**src/rtl/decl_emit.sv**
```systemverilog
// Streams a C-style declaration "int <p>0, <p>1, ...;" one byte per handshake.
// Every output is registered; each state names the byte that is currently on out.
module decl_emit #(
    parameter logic [7:0]  SEP_CHAR = 8'h20,
    parameter int unsigned MAX_IDS  = 7
) (
    input  logic       clk,
    input  logic       reset,
    input  logic       start,
    input  logic [2:0] n_ids,
    input  logic [1:0] gap,
    input  logic [7:0] prefix,
    output logic [7:0] out,
    output logic       out_valid,
    input  logic       out_ready,
    output logic       busy,
    output logic       done,
    output logic       err
);

    typedef enum logic [3:0] {
        IDLE,
        KW_I,
        KW_N,
        KW_T,
        SEP,
        ID_HEAD,
        ID_DIG,
        COMMA,
        GAP,
        SEMI,
        FIN
    } state_t;

    localparam logic [2:0] MAX_IDS_L = 3'(MAX_IDS);

    state_t     state_q, state_d;
    logic [7:0] out_q, out_d;
    logic       out_valid_q, out_valid_d;
    logic       busy_q, busy_d;
    logic       done_q, done_d;
    logic       err_q, err_d;
    logic [2:0] k_q, k_d;
    logic [1:0] gap_cnt_q, gap_cnt_d;
    logic [2:0] n_ids_q, n_ids_d;
    logic [1:0] gap_q, gap_d;
    logic [7:0] prefix_q, prefix_d;

    logic handshake;
    logic count_ok;
    logic prefix_ok;
    logic start_ok;
    logic last_id;
    logic [7:0] next_digit;

    assign handshake  = out_valid_q && out_ready;
    assign count_ok   = (n_ids != 3'd0) && (n_ids <= MAX_IDS_L);
    assign prefix_ok  = ((prefix >= 8'h61) && (prefix <= 8'h7a)) ||
                        ((prefix >= 8'h41) && (prefix <= 8'h5a)) ||
                        (prefix == 8'h5f);
    assign start_ok   = count_ok && prefix_ok;
    assign last_id    = (k_q == (n_ids_q - 3'd1));
    assign next_digit = 8'h30 + {5'd0, k_q};

    // Next byte is loaded into out_d on the same edge that retires the current one,
    // which keeps out_valid high back-to-back when the sink never stalls.
    always_comb begin
        state_d     = state_q;
        out_d       = out_q;
        out_valid_d = out_valid_q;
        busy_d      = busy_q;
        done_d      = 1'b0;
        err_d       = 1'b0;
        k_d         = k_q;
        gap_cnt_d   = gap_cnt_q;
        n_ids_d     = n_ids_q;
        gap_d       = gap_q;
        prefix_d    = prefix_q;

        case (state_q)
            IDLE: begin
                if (start) begin
                    if (start_ok) begin
                        state_d     = KW_I;
                        out_d       = 8'h69;
                        out_valid_d = 1'b1;
                        busy_d      = 1'b1;
                        k_d         = 3'd0;
                        gap_cnt_d   = 2'd0;
                        n_ids_d     = n_ids;
                        gap_d       = gap;
                        prefix_d    = prefix;
                    end else begin
                        err_d = 1'b1;
                    end
                end
            end
            KW_I: begin
                if (handshake) begin
                    state_d = KW_N;
                    out_d   = 8'h6e;
                end
            end
            KW_N: begin
                if (handshake) begin
                    state_d = KW_T;
                    out_d   = 8'h74;
                end
            end
            KW_T: begin
                if (handshake) begin
                    state_d = SEP;
                    out_d   = SEP_CHAR;
                end
            end
            SEP: begin
                if (handshake) begin
                    state_d = ID_HEAD;
                    out_d   = prefix_q;
                end
            end
            ID_HEAD: begin
                if (handshake) begin
                    state_d = ID_DIG;
                    out_d   = next_digit;
                end
            end
            ID_DIG: begin
                if (handshake) begin
                    if (last_id) begin
                        state_d = SEMI;
                        out_d   = 8'h3b;
                    end else begin
                        state_d = COMMA;
                        out_d   = 8'h2c;
                    end
                end
            end
            COMMA: begin
                if (handshake) begin
                    if (gap_q != 2'd0) begin
                        state_d   = GAP;
                        out_d     = SEP_CHAR;
                        gap_cnt_d = gap_q;
                    end else begin
                        state_d = ID_HEAD;
                        out_d   = prefix_q;
                        k_d     = k_q + 3'd1;
                    end
                end
            end
            // gap_cnt_q counts the separator bytes still owed, including the one on out.
            GAP: begin
                if (handshake) begin
                    if (gap_cnt_q == 2'd1) begin
                        state_d   = ID_HEAD;
                        out_d     = prefix_q;
                        k_d       = k_q + 3'd1;
                        gap_cnt_d = 2'd0;
                    end else begin
                        gap_cnt_d = gap_cnt_q - 2'd1;
                    end
                end
            end
            SEMI: begin
                if (handshake) begin
                    state_d     = FIN;
                    out_d       = 8'h00;
                    out_valid_d = 1'b0;
                    busy_d      = 1'b0;
                    done_d      = 1'b1;
                end
            end
            FIN: begin
                state_d = IDLE;
            end
            default: begin
                state_d     = IDLE;
                out_d       = 8'h00;
                out_valid_d = 1'b0;
                busy_d      = 1'b0;
            end
        endcase
    end

    always_ff @(posedge clk or negedge reset) begin
        if (!reset) begin
            state_q     <= IDLE;
            out_q       <= 8'h00;
            out_valid_q <= 1'b0;
            busy_q      <= 1'b0;
            done_q      <= 1'b0;
            err_q       <= 1'b0;
            k_q         <= 3'd0;
            gap_cnt_q   <= 2'd0;
            n_ids_q     <= 3'd0;
            gap_q       <= 2'd0;
            prefix_q    <= 8'h00;
        end else begin
            state_q     <= state_d;
            out_q       <= out_d;
            out_valid_q <= out_valid_d;
            busy_q      <= busy_d;
            done_q      <= done_d;
            err_q       <= err_d;
            k_q         <= k_d;
            gap_cnt_q   <= gap_cnt_d;
            n_ids_q     <= n_ids_d;
            gap_q       <= gap_d;
            prefix_q    <= prefix_d;
        end
    end

    assign out       = out_q;
    assign out_valid = out_valid_q;
    assign busy      = busy_q;
    assign done      = done_q;
    assign err       = err_q;

endmodule

```
**config.mk**
```make
export PLATFORM = sky130hd
export DESIGN_NAME = decl_emit
export DESIGN_NICKNAME = d
export VERILOG_FILES = /design/src/rtl/decl_emit.sv
export SDC_FILE = /design/constraint.sdc
export NUM_CORES = 1
export LEC_CHECK = 0
export ABC_AREA = 1
export CAP_MARGIN = 20
export CELL_PAD_IN_SITES_DETAIL_PLACEMENT = 1
export CELL_PAD_IN_SITES_GLOBAL_PLACEMENT = 1
export CORE_MARGIN = 2
export CORE_UTILIZATION = 42
export DETAILED_ROUTE_END_ITERATION = 12
export GPL_TIMING_DRIVEN = 0
export PLACE_DENSITY_LB_ADDON = 0.25
export SETUP_SLACK_MARGIN = 0.1
export SLEW_MARGIN = 5
export SYNTH_ARGS = -nofsm -noshare
export SYNTH_HDL_FRONTEND = slang
export SYNTH_SLANG_ARGS = --single-unit
```
**constraint.sdc**
```tcl
create_clock -name clk -period 4.2 [get_ports clk]
set_input_delay 0.84 -clock clk [delete_from_list [all_inputs] [get_ports clk]]
set_output_delay 0.84 -clock clk [all_outputs]
set_load 0.01 [all_outputs]
```
==> out/qor.yml, run 1 <==
grt_remaining_overflow: 0
cp_slowest_stage_delay_ns: 0.50
p_sw_share_pct: 46.5
cts_hold_buffers: 0
timing.rr.start: "state_q[3]"
cts_made_buffers: 5
finalClockSkew_ns: 0.00598
leakagePower_uw: 0.00126
post-route-period-util_pct: 58.6
rsz0062_at_grt: "no"
first_pass_iters: 4
io_pins: 29
tritoncts: "yes"
avgSynthCellArea_um2: 7.06
grt_pass1_vias: 2049
die_h_um: 72.4
postSynthCellCount: 278
cts_root_buf: "clkbuf_8"
vias_per_cell: 5.24
fill_cells: 582
stdcell_area_mm2: 0.00242
pwr-share-comb_pct: 54.2
cts_buffer_depth: 2
die_area_mm2: 0.00524
p_per_area_mw_per_mm2: 774
synth_cell_types: 28
crit_cells: 9
clock.fmax_mhz: 407
grt_pass1_wl_um: 9470
holdCritPathClass: "reg2reg"
worst-path-buf-inv: 2
cts.repair.resized: 0
end_kind: "flop"
vdd_drop_max_mv: 0.232
vias: 1918
ys_ff_latch: 33
hpwlAfterDp_um: 4160
ys_warn_count: 0
routedWlPerCell_um: 14.9
hold_violations: 0
clkTransAtPathRegs_ns: 0.07
diodes: 0
area_growth_pct: 23.3
place_congestion: 0.872
clk-insertion-delay-late_ns: 0.29
tns_ns: 0
clock_sinks: 33
worstSetupStartpoint: "out_ready"
route.detailed.drc: 0
setup_viol_count_final: 0
h-tree-depth: 2
period_minus_slack_ns: 2.46
critPathTopFamily: "buffers and inverters"
drtIter0Drc: 113
num-nets-final: 333
power_frac_clock_pct: 16.6
tightest_slew_ns: 0.767
hp-start: "prefix_q[6]"
p_seq_share_pct: 29.2
required_ns: 4.37
die_w_um: 72.4
drive_above_1_share_pct: 8.92
max-cap-violations: 0
coreArea_mm2: 0.00441
p_int_uw: 1000
grt_usage_pct: 23.6
status: "finished clean"
detailed_place.area_mm2: 0.00230
cp.arrival_ns: 2.63
crit_chain: "clkdlybuf4s50_1 -> nand2_1 -> clkbuf_1 -> nand2_1 -> nand3_2 -> a21oi_1 -> nand2_4 -> nand2_1 -> nand2_1"
initial_core_util_pct: 44.5
antenna_found_initial: 0
max_slew_margin_pct: 48.8
drt-total-wl_um: 5470
cts_setup_buffers: 0
crit_top_cell: "nand2_1"
start_kind: "input port"
syn-cell-area_mm2: 0.00196
ant_nets: 0
syn_nets: 298
num_rows: 24
critical_path.max_fanout: 10
cp_slowest_cell: "a21oi_1"
power.switching_uw: 870
worstSetupPathType: "in2reg"
grt_max_degree: 34
reg2reg_depth: 8
seq_area_frac_synth_pct: 42.1
slew_violations: 0
io_buffers: 28
hold_path_depth: 2
-- final cells by class --
class / count / area, µm² / share of cell area (%)
Inverter: 41 / 156 / 6.46
Clock buffer: 7 / 86.3 / 3.57
Clock inverter: 1 / 30.0 / 1.24
Sequential cell: 33 / 826 / 34.1
Buffer: 4 / 21.3 / 0.879
Multi-Input combinational cell: 200 / 960 / 39.7
Tap cell: 52 / 65.1 / 2.69
Timing Repair Buffer: 28 / 275 / 11.4
-- power by group through the flow --
stage / registers, µW / clock network [µW] / logic [µW]
finish: 546 / 312 / 1010
global route: 562 / 329 / 1150
CTS: 545 / 320 / 1020
detailed placement: 551 / 0 / 1000
global placement: 542 / 0 / 960
floorplan: 541 / 0 / 681
-- registers in the layout, indices dropped and copies added, names as in the netlist, 2 cells and up --
register,count
out,8
k_q,3
state_q,4
n_ids_q,3
gap_q,2
gap_cnt_q,2
prefix_q,8
-- worst paths after layout --
check | to | slack, ns
worst max-delay path | state_q[1] | 1.74
worst min-delay path | prefix_q[6] | 0.46
worst max register to register | out[2] | 2.27
worst min register to register | prefix_q[6] | 0.46
max in group asynchronous | out[0] | 3.09
min in group asynchronous | k_q[2] | 0.63
-- layer usage --
metal | vias up | share of wire [%] | wire length [µm] | GRT usage (%)
met2 | 34 | 52 | 2840 | 41.4
met5 | - | 0 | 0 | 0
met4 | 0 | 1.8 | 99 | 10.1
met1 | 928 | 43 | 2370 | 28.2
li1 | 947 | - | - | -
met3 | 9 | 3.0 | 163 | 4.17
-- Yosys cell counts --
cell | number | area share (%)
a21oi_1 | 8 | 2.0
a31oi_1 | 1 | 0.32
buf_2 | 2 | 0.51
buf_4 | 1 | 0.38
clkbuf_1 | 1 | 0.19
dfrtp_1 | 33 | 42
ha_1 | 3 | 1.9
inv_1 | 39 | 7.5
inv_2 | 1 | 0.19
inv_4 | 1 | 0.32
nand2_1 | 92 | 18
nand2_2 | 2 | 0.64
nand2_4 | 2 | 1.1
nand3_1 | 24 | 6.1
nand3_2 | 2 | 1.0
nand4_1 | 4 | 1.3
nand4_2 | 1 | 0.64
nor2_1 | 24 | 4.6
nor2_2 | 4 | 1.3
nor2_4 | 1 | 0.57
nor3b_4 | 1 | 0.96
o211ai_1 | 1 | 0.38
o21ai_0 | 23 | 5.9
o21ai_1 | 1 | 0.25
o22ai_1 | 2 | 0.64
or2_2 | 1 | 0.32
or2_4 | 1 | 0.45
xnor2_1 | 2 | 0.89
-- through the flow --
step | worst slack, ns | utilization, % | total power, µW | hold WS [ns] | cells
6_report | 1.74 | 54.8 | 1870 | 0.459 | 366
5_1_grt | 1.55 | 54.8 | 2040 | 0.500 | 366
4_1_cts | 1.78 | 54.8 | 1880 | 0.458 | 366
3_5_place_dp | 1.48 | 52.2 | 1550 | 0.441 | 358
3_3_place_gp | 1.55 | 52.3 | 1500 | 0.435 | 358
2_1_floorplan | 2.26 | - | 1220 | 0.423 | 278
-- tightest hold or removal path, cell delays in order (launching register included) --
cell and delay [ns]:
dfrtp_1 0.32, inv_1 0.05, nand2_1 0.05
-- cells by family (layout without fill, tap and decap cells) --
logic type      count (synthesis)  after routing  share of synthesized area [%]
fa+ha+maj                       3              3                           1.91
flops                          33             33                           42.1
buf+inv                        45             81                           9.05
simple gates                  159            159                           36.6
compound gates                 36             36                           9.50
xor+xnor                        2              2                          0.892
-- layout by cell type (no fill, tap or decap), types with 2 or more instances in the layout --
cell type	count
dfrtp_1	33
buf_2	3
nand3_2	2
o22ai_1	2
o21ai_0	23
nand3_1	24
a21oi_1	8
nand2_1	92
xnor2_1	2
clkdlybuf4s50_1	27
nand4_1	4
ha_1	3
nand2_2	2
nor2_2	4
clkbuf_1	2
clkbuf_8	6
nor2_1	24
inv_1	39
nand2_4	2
No activity file was read; power rests on OpenSTA's default activity.
==> inputs of run 2 (changes only) <==
- CORE_UTILIZATION: 42 -> 35
- clock period: 4.2 -> 2.17 ns (I/O delays scaled with it)
==> run 2 against run 1 <==
Critical path depth is 1 higher. Sequential share of layout area is 0.21 points lower. Global-route usage is 5.4 points lower. Worst setup slack worse by 1.5 ns. Non-clock buffer count stayed put. Cell count is 5.2% higher. Total power is 86% higher. Core utilization is 10 points lower. Final area is 0.62% higher. Count of clock-buffer cells in the layout stayed put. Register-to-register slack worse by 1.9 ns. Critical endpoint is now out[3]. Largest cell class unchanged. Highest routed layer unchanged.
==> out/qor.yml, run 2 (synthesis results as in run 1) <==
status: "finished clean"
worst-path-buf-inv: 2
clk-insertion-delay-late_ns: 0.28
final_cell_mix: "92 x nand2_1, 39 x inv_1, 33 x dfrtp_1"
die_h_um: 78.9
crit_cells: 10
fill_cells: 743
grt_usage_pct: 18.2
diodes: 0
grt_pass1_vias: 1948
clkTransAtPathRegs_ns: 0.07
area_growth_pct: 24.0
vdd_drop_max_mv: 0.435
antenna_found_initial: 0
num-nets-final: 333
post-route-period-util_pct: 87.7
layout_commonest_cell: "nand2_1"
io_buffers: 28
grt_remaining_overflow: 0
tritoncts: "yes"
clock.fmax_mhz: 526
stdcell_count: 385
drtIter0Drc: 97
cts_setup_buffers: 0
rsz0062_at_grt: "no"
worstSetupStartpoint: "out_ready"
cts_root_buf: "clkbuf_8"
critical_path.max_fanout: 10
grt_pass1_wl_um: 8780
num_rows: 27
drt-total-wl_um: 5040
coreArea_mm2: 0.00547
setup_viol_count_final: 0
cp.arrival_ns: 2.12
h-tree-depth: 2
cts_buffer_depth: 2
period_minus_slack_ns: 1.90
initial_core_util_pct: 35.9
vias_per_cell: 4.82
seq_area_um2: 826
cts_made_buffers: 5
hpwlAfterDp_um: 3860
end_kind: "flop"
tightest_slew_ns: 0.737
finalClockSkew_ns: 0.00553
start_kind: "input port"
worstSetupPathType: "in2reg"
reg2reg_depth: 8
required_ns: 2.39
leakagePower_uw: 0.00125
die_w_um: 78.9
multi_input_area_um2: 978
die_area_mm2: 0.00622
max_slew_margin_pct: 50.9
clock_sinks: 33
critPathTopFamily: "simple AND/OR/NAND/NOR gates"
place_congestion: 0.904
crit_top_cell: "nand2_1"
timing.rr.start: "state_q[3]"
holdCritPathClass: "in2async"
slew_violations: 0
hold-worst-slack_ns: 0.210
vias: 1855
routedWlPerCell_um: 13.1
place_inst: 378
drive_above_1_share_pct: 9.58
io_pins: 29
cp_slowest_cell: "clkdlybuf4s50_1"
route.detailed.drc: 0
grt_max_degree: 34
crit_chain: "clkdlybuf4s50_1 -> nand2_1 -> clkbuf_2 -> nand2_1 -> nand3_2 -> nor2_4 -> nand3_4 -> nor2_4 -> nand2_1 -> nand2_1"
p_per_area_mw_per_mm2: 1430
max-cap-violations: 0
ant_nets: 0
hold_violations: 0
cp_slowest_stage_delay_ns: 0.45
first_pass_iters: 4
post-route-util_pct: 44.5
[run 2: cell count changes in the layout (fill, tap and decap cells not counted), sizes merged]
cell / before / now
bufinv: 1 / 0
[run 2: path summary, 6_finish.rpt]
check | to | slack [ns]
worst min-delay path | state_q[2] | 0.21
worst max-delay path | out[3] | 0.27
min in group clk | prefix_q[6] | 0.46
max in group asynchronous | out[4] | 1.49
worst min register to register | prefix_q[6] | 0.46
worst max register to register | out[3] | 0.35
[run 2: final cells by class]
class                   count  area share, %
plain buffers               4          0.925
clock buffers               7           3.55
inverters                  41           6.42
multi-input cells         200           40.2
flip-flops and latches     33           33.9
well taps                  72           3.70
repair buffers             28           11.3
[run 2: per-layer routing]
layer | part of all wire (%) | routed length [µm] | vias up | global-route usage, %
met2 | 49 | 2450 | 24 | 31.8
met4 | 1.5 | 76 | 0 | 5.69
met1 | 47 | 2370 | 879 | 22.7
li1 | - | - | 947 | -
met5 | 0 | 0 | - | 0
met3 | 2.6 | 132 | 5 | 3.41
[run 2: power by group]
| part | internal [µW] | leakage, µW | switching, µW | total [µW] |
|---|---|---|---|---|
| sequential | 859 | 0.000418 | 191 | 1050 |
| clock | 252 | 0.0000443 | 219 | 471 |
| combinational | 737 | 0.000792 | 1220 | 1960 |
| total | 1850 | 0.00125 | 1630 | 3480 |
[run 2: per-stage QoR]
stage	setup TNS, ns	total power (µW)	worst slack (ns)	cell area (µm²)
6_report	0	3480	0.267	2430
5_1_grt	0	3860	0.104	2430
4_1_cts	0	3470	0.180	2410
3_5_place_dp	-1.07	2980	-0.100	2330
3_3_place_gp	-3.95	2930	-0.0968	2330
2_1_floorplan	0	2370	0.633	1960
[run 2: repair_timing]
item / in CTS / in global routing
gates resized for setup: 0 / 6
hold endpoints to repair: 0 / 0
hold buffers: 0 / 0
setup endpoints to repair: 0 / 12
==> inputs of run 3 (changes only) <==
- CORE_MARGIN: 2 -> 1
==> run 3 against run 2 <==
Sequential cell count unchanged. Final area rose by 0.26%. Sequential power is essentially flat. Wire length increased by 7.4%. Die area fell by 5.0%. Critical path type unchanged.
==> out/qor.yml, run 3 (synthesis results as in run 1) <==
setup_viol_count_final: 0
diodes: 0
route.detailed.drc: 0
place_inst: 376
io_pins: 29
vias_per_cell: 5.02
area_growth_pct: 24.3
grt_pass1_vias: 2014
cts_made_buffers: 5
clk-insertion-delay-late_ns: 0.29
critical_path.max_fanout: 10
grt_pass1_wl_um: 9220
cts_root_buf: "clkbuf_8"
cts_buffer_depth: 2
coreArea_mm2: 0.00524
post-route-period-util_pct: 89.7
vdd_drop_max_mv: 0.393
drtIter0Drc: 40
place_congestion: 0.836
period_minus_slack_ns: 1.95
clkTransAtPathRegs_ns: 0.07
num-nets-final: 334
max-cap-violations: 0
cts_hold_buffers: 0
die_area_mm2: 0.00591
finalClockSkew_ns: 0.00294
vias: 1931
power_uw: 3560
num_rows: 26
p_per_area_mw_per_mm2: 1460
cp.arrival_ns: 2.17
end_kind: "flop"
antenna_found_initial: 0
grt_remaining_overflow: 0
final_cell_mix: "92 x nand2_1, 39 x inv_1, 33 x dfrtp_1"
h-tree-depth: 2
stdcell_count: 385
clock.fmax_mhz: 514
hpwlAfterDp_um: 4060
layout_setup_ws_ns: 0.224
slew_violations: 0
initial_core_util_pct: 37.5
status: "finished clean"
dp_slack_ns: -0.0849
drive_above_1_share_pct: 9.84
grt_max_degree: 34
fill_cells: 695
ant_nets: 0
tightest_slew_ns: 0.762
start_kind: "input port"
die_w_um: 76.9
tns_ns: 0
die_h_um: 76.9
layout_commonest_cell: "nand2_1"
worstSetupPathType: "in2reg"
clock_sinks: 33
rsz0062_at_grt: "no"
grt_usage_pct: 20.0
routedWlPerCell_um: 14.0
max_slew_margin_pct: 49.2
drt-total-wl_um: 5410
tritoncts: "yes"
holdCritPathClass: "in2async"
io_buffers: 28
required_ns: 2.40
cts.repair.resized: 0
first_pass_iters: 4
leakagePower_uw: 0.00127
cts_setup_buffers: 0
hold_violations: 0
## run 3: worst max-delay path: stages
cell and delay (ns):
clkdlybuf4s50_1 0.45, nand2_1 0.08, clkbuf_2 0.19, nand3_1 0.16, nand2_1 0.07, nor2_1 0.19
nand3_2 0.20, nor2_4 0.23, nand2_1 0.09, nand2_1 0.07
## run 3: power breakdown
group,switching [µW],internal [µW]
Sequential,200,859
Combinational,1250,730
Clock,231,287
Total,1680,1880
## run 3: cell type report
class | count | area [µm²] | share of cell area, %
Clock buffer | 7 | 96.3 | 3.95
Clock inverter | 1 | 5.00 | 0.205
Sequential cell | 33 | 826 | 33.8
Tap cell | 70 | 87.6 | 3.59
Buffer | 4 | 22.5 | 0.923
Timing Repair Buffer | 28 | 275 | 11.3
Multi-Input combinational cell | 201 | 972 | 39.8
Inverter | 41 | 156 | 6.41
## run 3: metal layers
metal / wire length, µm / part of all wire, % / GRT usage, % / vias up
met5: 0 / 0 / 0 / -
met1: 2540 / 47 / 24.1 / 933
met2: 2620 / 48 / 34.6 / 35
li1: - / - / - / 952
met4: 119 / 2.2 / 8.85 / 0
met3: 132 / 2.4 / 3.81 / 11
## run 3: metrics by stage
step | utilization, % | area (µm²) | hold WS, ns
after floorplan | - | 1960 | 0.138
after global placement | 44.5 | 2330 | 0.436
after detailed placement | 44.4 | 2330 | 0.441
after CTS | 46.3 | 2430 | 0.243
after global routing | 46.6 | 2440 | 0.267
final | 46.6 | 2440 | 0.217
## run 3: worst paths after layout
path,startpoint,end,slack [ns],depth (start not counted)
worst min-delay path,reset,state_q[0],0.22,1
min in group clk,prefix_q[6],prefix_q[6],0.46,2
max in group asynchronous,reset,prefix_q[2],1.47,1
worst min register to register,prefix_q[6],prefix_q[6],0.46,2
worst max-delay path,out_ready,out[0],0.22,10
worst max register to register,state_q[3],out[7],0.37,8
